==> config.mk <==
export PLATFORM = sky130hd
export DESIGN_NAME = gol_vga_display
export DESIGN_NICKNAME = d
export VERILOG_FILES = /design/src/rtl/gol_vga_display_pkg.sv /design/src/rtl/gol_vga_display_vga_timing_gen.sv /design/src/rtl/gol_vga_display.sv
export SDC_FILE = /design/constraint.sdc
export NUM_CORES = 1
export LEC_CHECK = 0
export ABC_AREA = 1
export ABC_CLOCK_PERIOD_IN_PS = 2000
export CORE_UTILIZATION = 40
export CTS_CLUSTER_DIAMETER = 200
export DETAILED_ROUTE_END_ITERATION = 8
export PLACE_DENSITY = 0.7
export SYNTH_ARGS = -nofsm -noshare
export SYNTH_HDL_FRONTEND = slang
export SYNTH_SLANG_ARGS = --single-unit
==> constraint.sdc <==
create_clock -name ClkPort -period 2 [get_ports ClkPort]
set_clock_uncertainty 0.2 [all_clocks]
set_input_delay 0.4 -clock ClkPort [delete_from_list [all_inputs] [get_ports ClkPort]]
set_output_delay 0.4 -clock ClkPort [all_outputs]
set_load 0.02 [all_outputs]
==> src/rtl/gol_vga_display_pkg.sv <==
// Shared constants for the Game of Life VGA renderer: 640x480@60 timing, board size, colours.
// GRID_RGB_DEF exists only when GOL_GRID_LINES_EN is defined.
package gol_vga_display_pkg;

   localparam int VGA_H_VISIBLE = 640;
   localparam int VGA_H_FRONT   = 16;
   localparam int VGA_H_SYNC    = 96;
   localparam int VGA_H_BACK    = 48;
   localparam int VGA_V_VISIBLE = 480;
   localparam int VGA_V_FRONT   = 10;
   localparam int VGA_V_SYNC    = 2;
   localparam int VGA_V_BACK    = 33;

   localparam int BOARD_N     = 16;
   localparam int BOARD_CELLS = BOARD_N * BOARD_N;
   localparam int CNT_W       = 10;

   localparam logic [11:0] LIVE_RGB_DEF = 12'h0F0;
   localparam logic [11:0] DEAD_RGB_DEF = 12'h222;
`ifdef GOL_GRID_LINES_EN
   localparam logic [11:0] GRID_RGB_DEF = 12'h444;
`endif

   // One registered output pixel: colour and both syncs travel together.
   typedef struct packed {
      logic        hsync;
      logic        vsync;
      logic [11:0] rgb;
   } vga_px_t;

endpackage

==> src/rtl/gol_vga_display_vga_timing_gen.sv <==
// vga_timing_gen: pixel-tick divider, h/v raster counters, raw active-low syncs and visible flag.
module vga_timing_gen
   import gol_vga_display_pkg::*;
#(
   parameter int CLK_DIV   = 4,
   parameter int H_VISIBLE = VGA_H_VISIBLE,
   parameter int H_FRONT   = VGA_H_FRONT,
   parameter int H_SYNC    = VGA_H_SYNC,
   parameter int H_BACK    = VGA_H_BACK,
   parameter int V_VISIBLE = VGA_V_VISIBLE,
   parameter int V_FRONT   = VGA_V_FRONT,
   parameter int V_SYNC    = VGA_V_SYNC,
   parameter int V_BACK    = VGA_V_BACK
) (
   input  logic             clk,
   input  logic             rst_n,
   output logic             tick,
   output logic [CNT_W-1:0] h,
   output logic [CNT_W-1:0] v,
   output logic             hsync,
   output logic             vsync,
   output logic             visible
);

   localparam int DIV_W = (CLK_DIV > 1) ? $clog2(CLK_DIV) : 1;
   localparam logic [DIV_W-1:0] DIV_LAST = DIV_W'(CLK_DIV - 1);
   localparam logic [CNT_W-1:0] H_LAST   = CNT_W'(H_VISIBLE + H_FRONT + H_SYNC + H_BACK - 1);
   localparam logic [CNT_W-1:0] V_LAST   = CNT_W'(V_VISIBLE + V_FRONT + V_SYNC + V_BACK - 1);
   localparam logic [CNT_W-1:0] HS_LO    = CNT_W'(H_VISIBLE + H_FRONT);
   localparam logic [CNT_W-1:0] HS_HI    = CNT_W'(H_VISIBLE + H_FRONT + H_SYNC);
   localparam logic [CNT_W-1:0] VS_LO    = CNT_W'(V_VISIBLE + V_FRONT);
   localparam logic [CNT_W-1:0] VS_HI    = CNT_W'(V_VISIBLE + V_FRONT + V_SYNC);
   localparam logic [CNT_W-1:0] H_VIS    = CNT_W'(H_VISIBLE);
   localparam logic [CNT_W-1:0] V_VIS    = CNT_W'(V_VISIBLE);

   logic [DIV_W-1:0] div;

   assign tick = (div == DIV_LAST);

   always_ff @(posedge clk or negedge rst_n) begin
      if (!rst_n)    div <= '0;
      else if (tick) div <= '0;
      else           div <= div + 1'b1;
   end

   always_ff @(posedge clk or negedge rst_n) begin
      if (!rst_n) begin
         h <= '0;
         v <= '0;
      end else if (tick) begin
         if (h == H_LAST) begin
            h <= '0;
            v <= (v == V_LAST) ? '0 : v + 1'b1;
         end else begin
            h <= h + 1'b1;
         end
      end
   end

   assign hsync   = !((h >= HS_LO) && (h < HS_HI));
   assign vsync   = !((v >= VS_LO) && (v < VS_HI));
   assign visible = (h < H_VIS) && (v < V_VIS);

endmodule

==> src/rtl/gol_vga_display.sv <==
// gol_vga_display: draws a frame-snapshotted 16x16 Game of Life board, centred, on 640x480@60 VGA.
// Define GOL_GRID_LINES_EN to outline each cell's top and left edge in GRID_RGB.
module gol_vga_display
   import gol_vga_display_pkg::*;
#(
   parameter int          CLK_DIV   = 4,
   parameter int          CELL_PX   = 24,
   parameter int          X_OFF     = 128,
   parameter int          Y_OFF     = 48,
   parameter logic [11:0] LIVE_RGB  = LIVE_RGB_DEF,
   parameter logic [11:0] DEAD_RGB  = DEAD_RGB_DEF,
`ifdef GOL_GRID_LINES_EN
   parameter logic [11:0] GRID_RGB  = GRID_RGB_DEF,
`endif
   // Raster geometry defaults to 640x480@60.
   parameter int          H_VISIBLE = VGA_H_VISIBLE,
   parameter int          H_FRONT   = VGA_H_FRONT,
   parameter int          H_SYNC    = VGA_H_SYNC,
   parameter int          H_BACK    = VGA_H_BACK,
   parameter int          V_VISIBLE = VGA_V_VISIBLE,
   parameter int          V_FRONT   = VGA_V_FRONT,
   parameter int          V_SYNC    = VGA_V_SYNC,
   parameter int          V_BACK    = VGA_V_BACK
) (
   input  logic                   ClkPort,
   input  logic                   reset_n,
   input  logic [BOARD_CELLS-1:0] board_i,
   input  logic [15:0]            gen_cnt_i,
   output logic                   hsync_o,
   output logic                   vsync_o,
   output logic [3:0]             vga_r_o,
   output logic [3:0]             vga_g_o,
   output logic [3:0]             vga_b_o,
   output logic                   frame_o,
   output logic [15:0]            gen_snap_o
);

   localparam int PX_W     = $clog2(CELL_PX + 1);
   localparam int BOARD_PX = BOARD_N * CELL_PX;
   localparam logic [CNT_W-1:0] H_LAST = CNT_W'(H_VISIBLE + H_FRONT + H_SYNC + H_BACK - 1);
   localparam logic [CNT_W-1:0] V_LAST = CNT_W'(V_VISIBLE + V_FRONT + V_SYNC + V_BACK - 1);
   localparam logic [CNT_W-1:0] SNAP_V = CNT_W'(V_VISIBLE);
   localparam logic [CNT_W-1:0] X_LO   = CNT_W'(X_OFF);
   localparam logic [CNT_W-1:0] X_HI   = CNT_W'(X_OFF + BOARD_PX);
   localparam logic [CNT_W-1:0] Y_LO   = CNT_W'(Y_OFF);
   localparam logic [CNT_W-1:0] Y_HI   = CNT_W'(Y_OFF + BOARD_PX);
   // Sub-counters are cleared on the tick that moves h/v onto the board's first column/line.
   localparam logic [CNT_W-1:0] X_PRE  = (X_OFF == 0) ? H_LAST : CNT_W'(X_OFF - 1);
   localparam logic [CNT_W-1:0] Y_PRE  = (Y_OFF == 0) ? V_LAST : CNT_W'(Y_OFF - 1);
   localparam logic [PX_W-1:0]  PX_LAST   = PX_W'(CELL_PX - 1);
   localparam logic [4:0]       BOARD_END = 5'(BOARD_N);

   logic                   tick, visible, hsync_raw, vsync_raw;
   logic [CNT_W-1:0]       h, v;
   logic [PX_W-1:0]        px_x, px_y;
   logic [4:0]             col, row;
   logic [BOARD_CELLS-1:0] board_snap;
   logic                   line_end, in_board, snap_now;
   logic [7:0]             cell_idx;
   logic [11:0]            rgb;
   vga_px_t                pix;

   vga_timing_gen #(
      .CLK_DIV(CLK_DIV),
      .H_VISIBLE(H_VISIBLE), .H_FRONT(H_FRONT), .H_SYNC(H_SYNC), .H_BACK(H_BACK),
      .V_VISIBLE(V_VISIBLE), .V_FRONT(V_FRONT), .V_SYNC(V_SYNC), .V_BACK(V_BACK)
   ) u_timing (
      .clk(ClkPort), .rst_n(reset_n), .tick(tick), .h(h), .v(v),
      .hsync(hsync_raw), .vsync(vsync_raw), .visible(visible)
   );

   assign line_end = (h == H_LAST);
   assign snap_now = tick && (h == '0) && (v == SNAP_V);

   always_ff @(posedge ClkPort or negedge reset_n) begin
      if (!reset_n) begin
         px_x <= '0;
         col  <= '0;
      end else if (tick) begin
         if (h == X_PRE) begin
            px_x <= '0;
            col  <= '0;
         end else if (col != BOARD_END) begin
            if (px_x == PX_LAST) begin
               px_x <= '0;
               col  <= col + 1'b1;
            end else begin
               px_x <= px_x + 1'b1;
            end
         end
      end
   end

   always_ff @(posedge ClkPort or negedge reset_n) begin
      if (!reset_n) begin
         px_y <= '0;
         row  <= '0;
      end else if (tick && line_end) begin
         if (v == Y_PRE) begin
            px_y <= '0;
            row  <= '0;
         end else if (row != BOARD_END) begin
            if (px_y == PX_LAST) begin
               px_y <= '0;
               row  <= row + 1'b1;
            end else begin
               px_y <= px_y + 1'b1;
            end
         end
      end
   end

   // Snapshot lands on a non-visible pixel, so a frame never mixes two generations.
   always_ff @(posedge ClkPort or negedge reset_n) begin
      if (!reset_n) begin
         board_snap <= '0;
         gen_snap_o <= '0;
         frame_o    <= 1'b0;
      end else begin
         frame_o <= snap_now;
         if (snap_now) begin
            board_snap <= board_i;
            gen_snap_o <= gen_cnt_i;
         end
      end
   end

   assign in_board = (h >= X_LO) && (h < X_HI) && (v >= Y_LO) && (v < Y_HI);
   assign cell_idx = {row[3:0], col[3:0]};

   always_comb begin
      rgb = 12'h000;
      if (visible && in_board) begin
         rgb = board_snap[cell_idx] ? LIVE_RGB : DEAD_RGB;
`ifdef GOL_GRID_LINES_EN
         if ((px_x == '0) || (px_y == '0)) rgb = GRID_RGB;
`endif
      end
   end

   always_ff @(posedge ClkPort or negedge reset_n) begin
      if (!reset_n)  pix <= '{hsync: 1'b1, vsync: 1'b1, rgb: 12'h000};
      else if (tick) pix <= '{hsync: hsync_raw, vsync: vsync_raw, rgb: rgb};
   end

   assign hsync_o = pix.hsync;
   assign vsync_o = pix.vsync;
   assign {vga_r_o, vga_g_o, vga_b_o} = pix.rgb;

endmodule

Word-level counts from Yosys, hierarchy flattened --
Cells that the tools add are included. W data, S select, Z words.
Operators by class: $add $sub $neg 7, order comparisons 11, equal/unequal tests 10, mux-type cells 19, reductions and logical operators 22
Operators by type and width (number):
- $mux W5 | 12
- $mux W10 | 4
- $lt A10 B10 Y1 const B | 3
- $lt A10 B9 Y1 const B | 3
- $add A10 B1 Y10 const B | 2
- $add A5 B1 Y5 const B | 4
- $eq A10 B10 Y1 const B | 2
- $eq A10 B6 Y1 const B | 1
- $eq A10 B7 Y1 const B | 1
- $eq A10 B9 Y1 const B | 1
- $eq A5 B5 Y1 const B | 2
- $ge A10 B10 Y1 const B | 1
- $ge A10 B6 Y1 const B | 1
- $ge A10 B8 Y1 const B | 1
- $ge A10 B9 Y1 const B | 1
- $logic_and A1 B1 Y1 | 10
- $logic_not A10 Y1 | 1
- $ne A5 B5 Y1 const B | 2
- $lt A8 B9 Y1 const B | 1
- $bmux W1 S8 | 1
- $reduce_bool A2 Y1 | 4
- $reduce_and A2 Y1 | 3
- $reduce_and A3 Y1 | 2
- $add A2 B1 Y2 const B | 1
- other kinds (4) | 5
Storage, ports and cells: flip-flop bits (word level) 329, input port bits 274, output and inout port bits 31, word-level logic and storage cells 82

Depth between registers and ports, before layout --
depth after elaboration 6, depth in mapped cells 19, gate-level depth less buffers 16

Hierarchy --
A second synthesis with hierarchy kept.
Unflattened totals: cell total of the unflattened synthesis 2089, area, all modules 15977.8 um2
Modules (own cells, without submodules):
- gol_vga_display | times used 1, cells an instance 1929, area an instance 14662.8 um2, sequential area each 7459.7 um2
- vga_timing_gen | times used 1, cells an instance 160, area an instance 1315.0 um2, sequential area each 550.5 um2

Worst setup path before layout --
No wires, ideal clock.
kind register to register, start point register col[0], end point register col[4], library setup time 119 ps, arrival 1797 ps, required time 1681 ps, path slack -116 ps, stages on the path, launching flop included 15, buffers on the path 3, clock period less this slack 2116 ps, cells stage by stage dfrtp_1 -> buf_2 -> inv_2 -> buf_4 -> buf_2 -> ha_1 -> nand2_1 -> nor2_1 -> a21oi_4 -> nand2_4 -> clkinv_2 -> nand3_2 -> nor2_2 -> xnor2_1 -> nor2_1
On the way: word-level cells in the longest chain between the ends 4
RTL lines:
- start: declaration | RTL line gol_vga_display.sv:56 | logic [4:0] col, row;
- start signal: assignment | RTL line gol_vga_display.sv:86 | col <= col + 1'b1;
- $add A5 B1 Y5 | RTL line gol_vga_display.sv:86
- $mux W5 | RTL line gol_vga_display.sv:84 | if (px_x == PX_LAST) begin
- $mux W5 | RTL line gol_vga_display.sv:83 | end else if (col != BOARD_END) begin
- $mux W5 | RTL line gol_vga_display.sv:80 | if (h == X_PRE) begin
Several ways; a longest one is shown, not always the timed one. The select of a mux whose other input is x is not followed. A chain may end at the register's enable or synchronous reset.

Worst setup path after layout --
start point register col[0], end point register pix, in the netlist vga_g_o[3]
On the way: word-level cells in the longest chain between the ends 4
RTL lines:
- $bmux W1 S8 | RTL line gol_vga_display.sv:134 | rgb = board_snap[cell_idx] ? LIVE_RGB : DEAD_RGB;
- $mux W1 (implied by the code) | RTL line gol_vga_display.sv:134
- $mux W10 | RTL line gol_vga_display.sv:134
- $mux W10 | RTL line gol_vga_display.sv:133 | if (visible && in_board) begin
- end signal: assignment | RTL line gol_vga_display.sv:142 | if (!reset_n) pix <= '{hsync: 1'b1, vsync: 1'b1, rgb: 12'h000};
- end signal: assignment | RTL line gol_vga_display.sv:143 | else if (tick) pix <= '{hsync: hsync_raw, vsync: vsync_raw, rgb: rgb};
- end: declaration | RTL line gol_vga_display.sv:61 | vga_px_t pix;
Every way passes these cells. The select of a mux whose other input is x is not followed.

==> impl.org <==
** Place
- At the end of routability-driven placement, the weighted congestion stood at 0.857.
- Number of placed cells counting well taps :: 2911
- HPWL after DPL :: 35700 um
- Count of input and output buffers :: 298
- Placed cell area :: 20100 um^2
- Worst setup slack after placement :: -314 ps

** Yosys
- Yosys instantiated no cell more often than nand2_1.
- Count of unique library cells instantiated by Yosys :: 43
- Flip-flop and latch count after synthesis :: 320
- Mean area per synthesized cell :: 7.61 um^2
- Async set or reset register ratio after synthesis :: 100%
- Number of flops mapped to enable cells by yosys :: 0
- Syn. warnings :: 0
- Primary FF master, synth :: dfrtp_1
- Commonest cells post-synth :: 902 x nand2_1, 318 x dfrtp_1, 171 x inv_1, 114 x nand3_1, 107 x o21ai_1
- Part of the Yosys area used for sequential elements :: 51.1%
- Synthesis produced a netlist whose cell count is 2061.
- dfrtp_1 takes more of the synthesized area than any other cell.
- By area the synthesized netlist is led by dfrtp_1 51%, nand2_1 22%, inv_1 4.1%, nand3_1 3.6%, o21ai_1 3.4%.
- After synthesis the cells add up to 15700 um^2.
- Share of Yosys cell area claimed by the top area cell type :: 50.7%

** Floorplanning
- 305 I/O pins were placed.
- Core outline area :: 38600 um^2
- Die X-Extent :: 200 um
- Die Area :: 40000 um^2
- Starting density of the core :: 40.6%
- Row generation in the floorplan step produced 72 rows.
- From bottom edge to top edge, the die measures 200 um.

** Timing
- The final hold violation count was 0.
- Adding up every negative setup slack in the final design gives -15100 ps.
- After layout, the worst setup slack is -344 ps.
- The max-slew violation total from the final report is 0.
- For this run, the top clock speed supported by timing is 427 MHz.
- Setup violations remaining at the end of the flow were counted as 264.
- In the finished design, the share of the clock period the worst path needs comes to 117%.
- Setup repair after global routing could not meet its margin everywhere.
- Min cycle time layout :: 2340 ps

** Global route
- Largest net degree at the start of global routing :: 48
- Vias in the first global route :: 17.0k
- The number of antenna violations at the first check in global routing came to 1.
- Total global routing track utilization :: 30.6%
- Wire length of the first global-routing pass :: 93600 um
- The total overflow left after global routing is 0.

** Power
- The worst-case IR drop observed on VDD is 0.000485 V.
- The clock network burns 49.4% of the power.
- Net switching is 22.8% of the power.
- Sequential cells burn 44.4% of the power.
- Internal power comes to 11.3 mW.
- Pwr/cell area :: 548 nW/um^2
- Total leakage power :: 13.0 nW
- Comb power frac :: 6.2%
- In this run the power spent charging and discharging nets is 3.32 mW.

** Worst setup path
- The worst setup path is captured at a flip-flop.
- Critical Path Start Type :: flip-flop
- At the worst endpoint, the required time is 2210 ps.
- For the worst setup path, the data arrival time is 2560 ps.
- Crit path kind :: reg2reg
- Highest net fanout along the worst path :: 17

** Cells and area
- Count of filler cells inserted in the layout :: 2630
- Number of standard cells in the layout, taps in and fillers out :: 3086
- The area growth from synthesis to layout is 69.7%.
- The final layout contains 2824 nets.
- Post-route cell area :: 26600 um^2
- Fraction of final layout cells with drive strength greater than 1 :: 36.3%

** Route
- Initial DRC count :: 1352
- The detail route stage leaves a number of antenna-violating nets equal to 0.
- The pre-antenna-repair detailed-routing pass consisted of 6 iterations.
- After detailed routing, the total wire length is 66100 um.
- Via count normalized by instance count :: 5.41
- Average wire per cell in the routed design :: 21.4 um
- The final route contains 16.7k vias.
- After detailed routing, the number of remaining DRC violations is 0.

** Clock tree
- The clock passes through at most 3 buffers.
- CTS Root Cell :: clkbuf_16
- TritonCTS built the clock tree.
- Buffers inserted during clock tree synthesis total 37.
- Clock-pin slew on the worst setup and hold paths :: 60 ps
- CTS H-Tree Depth :: 2
- The tree built by TritonCTS fans out to 320 sinks.
- Insertion delay of the later-clocked pin in the worst-skew pair :: 540 ps

** Hold path
- Min-delay worst type :: in2async

** Status
- Run status :: complete, but fails checks
- Violations in the final reports :: setup timing

** Run
- Max-capacitance violation count :: 0
## state kept, by name, indices dropped and copies added, names as in the netlist
signal,count
col,5
px_y,5
u_timing.v,10
vsync_o,1
px_x,5
vga_b_o,1
hsync_o,1
vga_g_o,2
board_snap,256
u_timing.h,10
frame_o,1
gen_snap_o,16
u_timing.div,2
row,5
## path summary, 6_finish.rpt
kind                                                start                          end  slack, ps  depth (start not counted)
min in group ClkPort                          board_i[37]   board_snap[37]$_DFFE_PN0P_        210                          3
max in group asynchronous                         reset_n  board_snap[169]$_DFFE_PN0P_        670                          4
worst min register to register  u_timing.div[0]$_DFF_PN0_    u_timing.div[0]$_DFF_PN0_        230                          1
worst max register to register         col[0]$_DFFE_PN0P_       vga_g_o[3]$_DFFE_PN0P_       -340                         16
worst min-delay path                              reset_n   board_snap[73]$_DFFE_PN0P_        160                          2
worst max-delay path                   col[0]$_DFFE_PN0P_       vga_g_o[3]$_DFFE_PN0P_       -340                         16
## placed cells by master, fill, tap and decap left out, types with 5 or more instances in the layout
| master | instances |
|---|---|
| a21oi_2 | 13 |
| o211ai_1 | 23 |
| o21ai_2 | 100 |
| nor2_2 | 21 |
| inv_1 | 165 |
| clkinv_16 | 6 |
| nand2_1 | 516 |
| buf_16 | 30 |
| dlygate4sd2_1 | 22 |
| nor2_1 | 77 |
| buf_12 | 72 |
| clkdlybuf4s50_1 | 272 |
| nand4_1 | 7 |
| clkbuf_8 | 5 |
| nand3_2 | 25 |
| buf_6 | 17 |
| o21ai_0 | 37 |
| nor2_4 | 9 |
| dfrtp_2 | 5 |
| nand2_2 | 194 |
| nand3_1 | 89 |
| clkbuf_16 | 47 |
| buf_8 | 8 |
| inv_2 | 13 |
| a21oi_1 | 27 |
| bufinv_16 | 5 |
| clkbuf_1 | 8 |
| nand2_4 | 192 |
| conb_1 | 6 |
| o21ai_1 | 28 |
| xor2_1 | 11 |
| buf_4 | 109 |
| clkinv_2 | 6 |
| dfrtp_1 | 312 |
| ha_1 | 8 |
| nor3_1 | 13 |
## final cells by class
type                            count  area (um^2)  share of cell area (%)
Multi-Input combinational cell   1441         9110                    34.2
Sequential cell                   320         8020                    30.1
Clock buffer                       50         1020                    3.85
Timing Repair inverter              8          203                   0.761
Inverter                          187          756                    2.84
Tap cell                          518          648                    2.43
Timing Repair Buffer              544         6610                    24.8
Clock inverter                     17          245                   0.921
Antenna cell                        1         2.50                 0.00940
## routing by layer
layer / vias to the layer above / GRT usage (%) / share of wire (%)
met3: 259 / 5.98 / 8.8
met1: 8137 / 37.8 / 38
met2: 895 / 50.8 / 48
met5: - / 0 / 0
met4: 0 / 15.5 / 5.6
li1: 7412 / - / -
## power by group through the flow
stage	registers (mW)	clock network (mW)	logic, mW
3_3_place_gp	6.59	0	0.757
3_5_place_dp	6.59	0	0.757
6_report	6.47	7.21	0.900
2_1_floorplan	6.59	0	0.0188
4_1_cts	6.47	7.18	0.808
5_1_grt	6.47	7.46	0.949
## repair_timing
action / in CTS / in global routing
gates resized for setup: 449 / 569
setup buffers: 49 / 20
pin swaps: 65 / 114
gates cloned: 51 / 13
setup endpoints to repair: 302 / 305
hold endpoints to repair: 239 / 0
hold buffers: 1 / 0
## kinds of logic after synthesis
group,after synthesis,synth area share [%]
xor gates and xnor gates,12,0.670
DFF,320,51.1
other,1,0.0239
AOI/OAI and AO/OA,242,8.33
buffers and inverters,305,8.86
adders and majority gates,11,0.878
and+or+nand+nor,1170,30.2
## critical path, stage by stage, from the launching register on
cell     delay [ps]
dfrtp_4         540
buf_12          160
buf_16          160
nor2_1          170
nor2_1           70
nand2_1         100
nand2_1          60
nand2_1         100
nand3_2         100
nor2_1           90
nor2_1           60
nor2_1          100
nor2_1           60
nand2_2          70
nand2_1          50
nand2_1          50
nand2_1          50
## stage by stage
| step | util [%] | total power, mW | hold WS [ps] |
|---|---|---|---|
| 2_1_floorplan | - | 6.61 | -95.6 |
| 3_3_place_gp | 52.0 | 7.35 | 119 |
| 3_5_place_dp | 52.0 | 7.35 | 122 |
| 4_1_cts | 64.0 | 14.5 | 154 |
| 5_1_grt | 68.9 | 14.9 | 176 |
| 6_report | 68.9 | 14.6 | 159 |
No activity file was read; power rests on OpenSTA's default activity.
